## config.mk

```make
export PLATFORM = sky130hd
export DESIGN_NAME = dac_frame_receiver
export DESIGN_NICKNAME = d
export VERILOG_FILES = /design/src/rtl/dac_frame_receiver_pkg.sv /design/src/rtl/dac_frame_receiver_pin_sync_edge.sv /design/src/rtl/dac_frame_receiver.sv
export SDC_FILE = /design/constraint.sdc
export NUM_CORES = 1
export LEC_CHECK = 0
export CORE_MARGIN = 2
export CORE_UTILIZATION = 53
export CTS_BUF_LIST = sky130_fd_sc_hd__clkbuf_4 sky130_fd_sc_hd__clkbuf_8
export CTS_CLUSTER_SIZE = 24
export DETAILED_ROUTE_END_ITERATION = 10
export PLACE_DENSITY = 0.82
export REMOVE_ABC_BUFFERS = 1
export SYNTH_ARGS = -nofsm -noshare
export SYNTH_HDL_FRONTEND = slang
export SYNTH_SLANG_ARGS = --single-unit
```

## constraint.sdc

```tcl
create_clock -name clk_in -period 3.1 [get_ports clk_in]
set_clock_uncertainty 0.2 [all_clocks]
set_input_delay 0.31 -clock clk_in [delete_from_list [all_inputs] [get_ports clk_in]]
set_output_delay 0.31 -clock clk_in [all_outputs]
set_load 0.02 [all_outputs]
```

## src/rtl/dac_frame_receiver_pkg.sv

```systemverilog
// Shared definitions for the DAC serial frame protocol: opcodes, field offsets,
// receiver state encoding and the frame classification helper.
package dac_frame_receiver_pkg;

   localparam int unsigned FRAME_BITS = 32;

   localparam logic [3:0] CTRL_WRITE_UPDATE = 4'b0011;
   localparam logic [3:0] CTRL_REF_SET      = 4'b1001;
   localparam logic [3:0] ADDR_ALL          = 4'hF;

   localparam int unsigned PREFIX_LSB  = 28;
   localparam int unsigned CTRL_LSB    = 24;
   localparam int unsigned ADDR_LSB    = 20;
   localparam int unsigned DATA_LSB    = 4;
   localparam int unsigned FEATURE_LSB = 0;

   typedef enum logic [1:0] {
      ST_IDLE,
      ST_SHIFT,
      ST_DECODE,
      ST_ERR
   } rx_state_e;

   typedef enum logic [1:0] {
      ACT_WRITE,
      ACT_BCAST,
      ACT_REF,
      ACT_ERR
   } dac_act_e;

   // Address range is tested before broadcast so a 16-channel build treats 4'hF as a plain write.
   function automatic dac_act_e classify(input logic [3:0]  prefix,
                                         input logic [3:0]  ctrl,
                                         input logic [3:0]  addr,
                                         input int unsigned n_chan);
      dac_act_e act;
      act = ACT_ERR;
      if (prefix == 4'h0) begin
         if (ctrl == CTRL_WRITE_UPDATE) begin
            if (32'(addr) < n_chan) begin
               act = ACT_WRITE;
            end else if (addr == ADDR_ALL) begin
               act = ACT_BCAST;
            end
         end else if (ctrl == CTRL_REF_SET) begin
            act = ACT_REF;
         end
      end
      return act;
   endfunction

endpackage

```

## src/rtl/dac_frame_receiver_pin_sync_edge.sv

```systemverilog
// Two-flop synchroniser for an asynchronous pin, with single-cycle rise/fall
// pulses derived from the synchronised copy.
module pin_sync_edge (
   input  logic clk_i,
   input  logic rst_ni,
   input  logic pin_i,
   output logic sync_o,
   output logic rise_o,
   output logic fall_o
);

   // [0],[1] form the synchroniser; [2] is the previous synchronised value.
   logic [2:0] pipe_q;

   always_ff @(posedge clk_i or negedge rst_ni) begin
      if (!rst_ni) begin
         pipe_q <= '0;
      end else begin
         pipe_q <= {pipe_q[1:0], pin_i};
      end
   end

   assign sync_o = pipe_q[1];
   assign rise_o = pipe_q[1] & ~pipe_q[2];
   assign fall_o = ~pipe_q[1] & pipe_q[2];

endmodule

```

## src/rtl/dac_frame_receiver.sv

```systemverilog
// Receive end of the DAC serial link: deserialises nsync/sclk/din frames, decodes
// write-and-update / reference-set commands and keeps per-channel shadow registers.
module dac_frame_receiver
   import dac_frame_receiver_pkg::*;
#(
   parameter int unsigned W_DATA  = 16,
   parameter int unsigned W_CHS   = 3,
   parameter int unsigned N_CHAN  = 8,
   parameter int unsigned W_FRAME = FRAME_BITS
) (
   input  logic                     clk_in,
   input  logic                     reset_n_in,
   input  logic                     nsync_in,
   input  logic                     sclk_in,
   input  logic                     din_in,
   output logic [W_DATA-1:0]        data_out,
   output logic [W_CHS-1:0]         channel_out,
   output logic                     data_valid_out,
   output logic                     ref_set_out,
   output logic                     frame_err_out,
   output logic [N_CHAN*W_DATA-1:0] ch_data_out
);

   localparam int unsigned W_CNT = $clog2(W_FRAME + 2);
   localparam logic [W_CNT-1:0] CNT_FULL = W_CNT'(W_FRAME);
   localparam logic [W_CNT-1:0] CNT_SAT  = W_CNT'(W_FRAME + 1);

   logic nsync_s, nsync_rise, nsync_fall;
   logic sclk_s, sclk_rise, sclk_fall;
   logic din_s;

   pin_sync_edge u_sync_nsync (
      .clk_i  (clk_in),
      .rst_ni (reset_n_in),
      .pin_i  (nsync_in),
      .sync_o (nsync_s),
      .rise_o (nsync_rise),
      .fall_o (nsync_fall)
   );

   pin_sync_edge u_sync_sclk (
      .clk_i  (clk_in),
      .rst_ni (reset_n_in),
      .pin_i  (sclk_in),
      .sync_o (sclk_s),
      .rise_o (sclk_rise),
      .fall_o (sclk_fall)
   );

   pin_sync_edge u_sync_din (
      .clk_i  (clk_in),
      .rst_ni (reset_n_in),
      .pin_i  (din_in),
      .sync_o (din_s),
      .rise_o (),
      .fall_o ()
   );

   rx_state_e          state_q, state_d;
   logic [W_FRAME-1:0] sr_q, sr_d;
   logic [W_CNT-1:0]   cnt_q, cnt_d;
   logic               pending_q, pending_d;
   logic [W_DATA-1:0]  shadow_q [N_CHAN];
   logic [W_DATA-1:0]  shadow_d [N_CHAN];
   logic [W_DATA-1:0]  data_q, data_d;
   logic [W_CHS-1:0]   chan_q, chan_d;
   logic               dv_q, dv_d;
   logic               ref_q, ref_d;
   logic               err_q, err_d;

   dac_act_e           act;
   logic [3:0]         addr_f;
   logic [W_DATA-1:0]  data_f;

   assign addr_f = sr_q[ADDR_LSB +: 4];
   assign data_f = sr_q[DATA_LSB +: W_DATA];
   assign act    = classify(sr_q[PREFIX_LSB +: 4], sr_q[CTRL_LSB +: 4], addr_f, N_CHAN);

   always_ff @(posedge clk_in or negedge reset_n_in) begin
      if (!reset_n_in) begin
         state_q   <= ST_IDLE;
         sr_q      <= '0;
         cnt_q     <= '0;
         pending_q <= 1'b0;
         shadow_q  <= '{default: '0};
         data_q    <= '0;
         chan_q    <= '0;
         dv_q      <= 1'b0;
         ref_q     <= 1'b0;
         err_q     <= 1'b0;
      end else begin
         state_q   <= state_d;
         sr_q      <= sr_d;
         cnt_q     <= cnt_d;
         pending_q <= pending_d;
         shadow_q  <= shadow_d;
         data_q    <= data_d;
         chan_q    <= chan_d;
         dv_q      <= dv_d;
         ref_q     <= ref_d;
         err_q     <= err_d;
      end
   end

   always_comb begin
      state_d   = state_q;
      sr_d      = sr_q;
      cnt_d     = cnt_q;
      pending_d = pending_q;
      shadow_d  = shadow_q;
      data_d    = data_q;
      chan_d    = chan_q;
      dv_d      = 1'b0;
      ref_d     = 1'b0;
      err_d     = 1'b0;

      unique case (state_q)
         ST_IDLE: begin
            pending_d = 1'b0;
            // A frame whose nsync fell during decode/error is picked up here.
            if (nsync_fall || (pending_q && !nsync_s)) begin
               state_d = ST_SHIFT;
               cnt_d   = '0;
               sr_d    = '0;
            end
         end

         ST_SHIFT: begin
            if (nsync_rise) begin
               state_d = (cnt_q == CNT_FULL) ? ST_DECODE : ST_ERR;
            end else if (sclk_fall) begin
               sr_d = {sr_q[W_FRAME-2:0], din_s};
               if (cnt_q != CNT_SAT) begin
                  cnt_d = cnt_q + 1'b1;
               end
            end
         end

         ST_DECODE: begin
            state_d   = ST_IDLE;
            pending_d = (pending_q | nsync_fall) & ~sclk_fall;
            unique case (act)
               ACT_WRITE: begin
                  shadow_d[addr_f[W_CHS-1:0]] = data_f;
                  data_d = data_f;
                  chan_d = addr_f[W_CHS-1:0];
                  dv_d   = 1'b1;
               end
               ACT_BCAST: begin
                  shadow_d = '{default: data_f};
                  data_d   = data_f;
                  chan_d   = '0;
                  dv_d     = 1'b1;
               end
               ACT_REF: begin
                  ref_d = 1'b1;
               end
               default: begin
                  err_d = 1'b1;
               end
            endcase
         end

         ST_ERR: begin
            state_d   = ST_IDLE;
            pending_d = (pending_q | nsync_fall) & ~sclk_fall;
            err_d     = 1'b1;
         end

         default: begin
            state_d = ST_IDLE;
         end
      endcase
   end

   assign data_out       = data_q;
   assign channel_out    = chan_q;
   assign data_valid_out = dv_q;
   assign ref_set_out    = ref_q;
   assign frame_err_out  = err_q;

   for (genvar k = 0; k < N_CHAN; k++) begin : g_flat
      assign ch_data_out[k*W_DATA +: W_DATA] = shadow_q[k];
   end

endmodule

```

==> flow_metrics.tcl, run 1 <==
set metrics [dict create \
    io_pins 155 \
    start_util 0.547 \
    globalplace.congestion 0.805 \
    synth_edf_count 0 \
    dieWidth_um 124 \
    powerDensity_mw_per_mm2 478 \
    dieArea_mm2 0.0154 \
    grt_max_degree 101 \
    critPathArrivalTime_ns 3.08 \
    avgViaCountPerCell 5.48 \
    dp_hpwl_um 12400 \
    cts.clk_slew.worst_paths_ns 0.09 \
    path_class "reg2reg" \
    antenna_left 0 \
    min_path_cells 1 \
    rr_worst_depth 4 \
    slowest_stage "a2111oi_4" \
    grt_pass1_vias 5145 \
    syn_to_final_growth_pct 29.7 \
    worst-path-stages 4 \
    clock_path_buffers 2 \
    first_pass_iters 5 \
    fin_area_mm2 0.00993 \
    cts_made_buffers 17 \
    clock_latency_ns 0.48 \
    netlist_instances 542 \
    setup_viol 0 \
    clock.fmax_ghz 0.342 \
    antenna_cells 0 \
    worst_hold_slack_ns 0.0744 \
    worstMarginPinSlew_ns 1.23 \
    num_vias 4874 \
    end_kind "flip-flop" \
    fin_crit_sh 0.943 \
    hold_path_class "in2reg" \
    fin_nets 705 \
    wl_per_cell_um 20.1 \
    drt_iter0_markers 299 \
    place_area_mm2 0.00947 \
    cts_tree "done" \
    clockRootBuffer "clkbuf_8" \
    max-cap-violations 0 \
    max-vdd-ir-drop_v 0.000269 \
    final_common_cell "dfrtp_1" \
    post-route-min-period_ns 2.92 \
    hold_viol_final 0 \
    syn_avg_cell_area_um2 14.1 \
    crit_fanout 16 \
    core_area_mm2 0.0140 \
    track_usage 0.241 \
    antenna_found_initial 0 \
    p_leak_uw 0.00481 \
    post-cts-setup-buffers 0 \
    drcViolationCount 0 \
    synth_top_area_share 0.650 \
    final_cell_mix "dfrtp_1, clkdlybuf4s50_1, mux2_2" \
    ys_ff_latch 199 \
    overflow 0 \
    worstSetupStartpointType "flip-flop" \
    portBuffers 154 \
    slew_headroom 0.181 \
    syn_area_mm2 0.00766 \
    ys_warn_count 0 \
    die-height_um 124 \
    rows 43 \
    finalNonFillerCells 890 \
    cp.required_ns 3.26 \
    synth_top_area_cell "dfrtp_1" \
    drive_gt1_frac 0.275 \
    startpoint "sr_q[29]" \
    ys_top_cells_by_area "dfrtp_1, mux2_2, a22o_1" \
    ys_types 43 \
    worstPathCellList "or4_1 -> a2111oi_4 -> o21ai_2 -> mux2_2" \
    r2r-start "sr_q[29]" \
    ys.flop_type "dfrtp_1" \
    dp_cells 857 \
    drt-total-wl_um 17900 \
    async_flop_share 1.00 \
    yosysSeqAreaShare 0.650 \
    cts_sinks 199 \
    finish.utilization 0.710 \
    slowest_delay_ns 0.67 \
    grt_setup_unrepaired "false" \
    cp_top_family "compound AO/OA/AOI/OAI gates" \
    grt_pass1_wl_um 28900 \
    htreeDepth 4 \
    status "finished clean" \
    slew_violations 0 \
    hp-start "din_in" \
    crit_buf_inv 0 \
]
## cell type report
class | count | area [µm²]
repair buffers | 174 | 1720
clock inverters | 8 | 133
flip-flops and latches | 199 | 4980
inverters | 4 | 15.0
well taps | 180 | 225
multi-input cells | 301 | 2540
fillers | 993 | 4050
clock buffers | 24 | 318
## what timing repair did
item / CTS / global route
hold buffers: 1 / 0
endpoints found under the hold margin: 97 / 0
gates resized for setup: 0 / 0
## stage by stage
| step | setup slack [ns] | power [µW] | setup TNS [ns] |
|---|---|---|---|
| CTS | 0.152 | 4790 | 0 |
| global placement | 0.268 | 2960 | 0 |
| detailed placement | 0.172 | 2980 | 0 |
| floorplan | -0.0473 | 2850 | -0.0904 |
| global route | 0.0494 | 4940 | 0 |
| finish | 0.175 | 4750 | 0 |
## logic make-up after synthesis
group | count (synthesis) | synth area share
AO/OA/AOI/OAI | 62 | 0.0693
multiplexers | 129 | 0.190
AND/OR/NAND/NOR | 107 | 0.0654
buffers and inverters | 42 | 0.0206
flip-flops | 199 | 0.650
adder cells (fa/ha/maj) | 3 | 0.00490
## state kept, by name (all words and copies together), names as in the netlist
signal               flops
ch_data_out            128
channel_out              3
cnt_q                    6
data_out                16
data_valid_out           1
frame_err_out            1
pending_q                1
ref_set_out              1
sr_q                    32
state_q                  2
u_sync_din.pipe_q        2
u_sync_nsync.pipe_q      3
u_sync_sclk.pipe_q       3
## final timing paths
path                                           to  slack [ns]
hold / removal               u_sync_din.pipe_q[0]        0.07
max in group asynchronous         ch_data_out[29]        1.63
setup reg to reg                  ch_data_out[29]        0.18
setup / recovery                  ch_data_out[29]        0.18
hold reg to reg            u_sync_nsync.pipe_q[1]        0.16
min in group asynchronous         ch_data_out[86]        0.28
## power by group
| group | internal [µW] | total, µW | switching [µW] |
|---|---|---|---|
| registers | 2640 | 2700 | 56.9 |
| clock network | 934 | 1820 | 883 |
| logic | 84.0 | 237 | 153 |
| total | 3660 | 4750 | 1090 |
## layer usage
| metal | global-route usage | share of wire | up-vias |
|---|---|---|---|
| met5 | 0 | 0 | - |
| met4 | 0.101 | 0.026 | 0 |
| met3 | 0.0598 | 0.051 | 30 |
| met2 | 0.389 | 0.50 | 140 |
| met1 | 0.312 | 0.43 | 2486 |
| li1 | - | - | 2218 |
## synthesized netlist by cell type, types with 2 or more instances
cell type	instances
nand3_1	7
and3b_1	2
ha_1	3
o21ai_2	7
a21oi_1	2
inv_1	4
nand2_1	62
mux2_2	128
nor2b_1	3
and3_1	2
a31oi_1	2
nor3b_1	4
o21ai_0	4
dfrtp_1	199
nand2b_1	6
clkbuf_1	37
a22o_1	32
nor2_1	10
nor3_1	4
Power figures use the tool's default switching activity.
==> run 2: changes to the inputs <==
SLEW_MARGIN = 15   (was unset)
==> run 2 against run 1 <==
Sequential share of layout area down 0.057 points. Count of clock-buffer cells in the layout unchanged. Non-clock buffer count up 1. Worst hold slack better by 0.0013 ns. Combinational power up 2%. Worst setup slack worse by 0.0072 ns. Register-to-register slack about the same. Sequential power about the same. Final cell count up 0.11%. Critical path type unchanged. Critical endpoint is now ch_data_out[102].
==> flow_metrics.tcl, run 2 (synthesized netlist as in run 1, its figures left out) <==
set metrics [dict create \
    cts_made_buffers 17 \
    dp_hpwl_um 12400 \
    drcViolationCount 0 \
    post-route-min-period_ns 2.93 \
    dieWidth_um 124 \
    crit_buf_inv 0 \
    seq_area_mm2 0.00498 \
    cts_tree "done" \
    slowest_delay_ns 0.67 \
    antenna_found_initial 0 \
    grt_setup_unrepaired "false" \
    cts.clk_slew.worst_paths_ns 0.09 \
    wl_per_cell_um 20.1 \
    pre_cts_slack_ns 0.172 \
    critPathArrivalTime_ns 3.08 \
    crit_fanout 16 \
    num_vias 4915 \
    globalplace.congestion 0.805 \
    p_comb_frac 0.051 \
    grt_max_degree 101 \
    multi_input_area_mm2 0.00254 \
    syn_to_final_growth_pct 29.9 \
    portBuffers 154 \
    cp_top_family "compound AO/OA/AOI/OAI gates" \
    path_class "reg2reg" \
    slew_headroom 0.297 \
    antenna_cells 0 \
    core_area_mm2 0.0140 \
    end_kind "flip-flop" \
    largest_reg_flops 128 \
    antenna_left 0 \
    layout_setup_ws_ns 0.168 \
    drive_gt1_frac 0.276 \
    io_pins 155 \
    p_sw_frac 0.230 \
    grt_pass1_wl_um 28900 \
    die-height_um 124 \
    p_leak_uw 0.00482 \
    slew_violations 0 \
    dieArea_mm2 0.0154 \
    hold_path_class "in2reg" \
    switching_power_uw 1090 \
    max-vdd-ir-drop_v 0.000269 \
    fin_crit_sh 0.946 \
    cts_sinks 199 \
    clock.fmax_ghz 0.341 \
    fin_nets 706 \
    final_cell_mix "dfrtp_1, clkdlybuf4s50_1, mux2_2" \
    avgViaCountPerCell 5.52 \
    worstMarginPinSlew_ns 1.05 \
    worstPathCellList "or4_1 -> a2111oi_4 -> o21ai_2 -> mux2_2" \
    p_seq_frac 0.567 \
    fin_tns_setup_ns 0 \
    hold_viol_final 0 \
    worstSetupStartpointType "flip-flop" \
    cell_internal_pwr_uw 3660 \
    track_usage 0.241 \
    drt-total-wl_um 17900 \
    fillers 991 \
    grt_pass1_vias 5145 \
    rr_worst_depth 4 \
    status "finished clean" \
    first_pass_iters 6 \
    htreeDepth 4 \
    clock_latency_ns 0.47 \
    rows 43 \
    worst-path-stages 4 \
    clock_path_buffers 2 \
    cp.required_ns 3.25 \
    drt_iter0_markers 290 \
    max-cap-violations 0 \
    overflow 0 \
    power_frac_clock 0.382 \
    powerDensity_mw_per_mm2 478 \
    min_path_cells 1 \
    setup_viol 0 \
    clockRootBuffer "clkbuf_8" \
    slowest_stage "a2111oi_4" \
    final_common_cell "dfrtp_1" \
    start_util 0.547 \
]
==> run 2: final timing paths <==
check / to / slack [ns] / start
max in group asynchronous: ch_data_out[29] / 1.62 / reset_n_in
min in group asynchronous: ch_data_out[86] / 0.28 / reset_n_in
max reg2reg: ch_data_out[102] / 0.17 / sr_q[29]
min: u_sync_din.pipe_q[0] / 0.08 / din_in
min reg2reg: u_sync_nsync.pipe_q[1] / 0.16 / u_sync_nsync.pipe_q[0]
max: ch_data_out[102] / 0.17 / sr_q[29]
==> run 2: cell type report <==
cell class,instances,share of cell area
flip-flops and latches,199,0.501
inverters,4,0.00151
multi-input cells,301,0.256
repair buffers,175,0.174
clock inverters,8,0.0133
well taps,180,0.0226
clock buffers,24,0.0320
==> run 2: what timing repair did <==
action | CTS | global route
gates resized for setup | 0 | 0
endpoints found under the hold margin | 97 | 0
setup buffers | 0 | 0
hold buffers | 1 | 0
==> run 2: power by group through the flow <==
stage	clock [µW]	sequential (µW)	combinational, µW
3_3_place_gp	0	2740	222
6_report	1820	2700	241
4_1_cts	1850	2700	241
5_1_grt	1970	2710	272
2_1_floorplan	0	2730	119
3_5_place_dp	0	2750	236
==> run 2: per-stage QoR <==
stage | hold WS, ns | area [µm²] | utilization | total power [µW] | cells
floorplan | -0.186 | 7510 | - | 2850 | 504
global placement | 0.135 | 9470 | 0.677 | 2960 | 857
detailed placement | 0.140 | 9470 | 0.677 | 2980 | 857
CTS | 0.0437 | 9930 | 0.710 | 4790 | 890
global route | 0.0562 | 9950 | 0.711 | 4950 | 891
finish | 0.0756 | 9950 | 0.711 | 4750 | 891
==> run 2: routing by layer <==
layer  vias to the layer above  global-route usage  part of all wire
met5                         -                   0                 0
met4                         0               0.101             0.026
met3                        30              0.0598             0.055
met2                       146               0.389              0.50
met1                      2522               0.312              0.42
li1                       2217                   -                 -
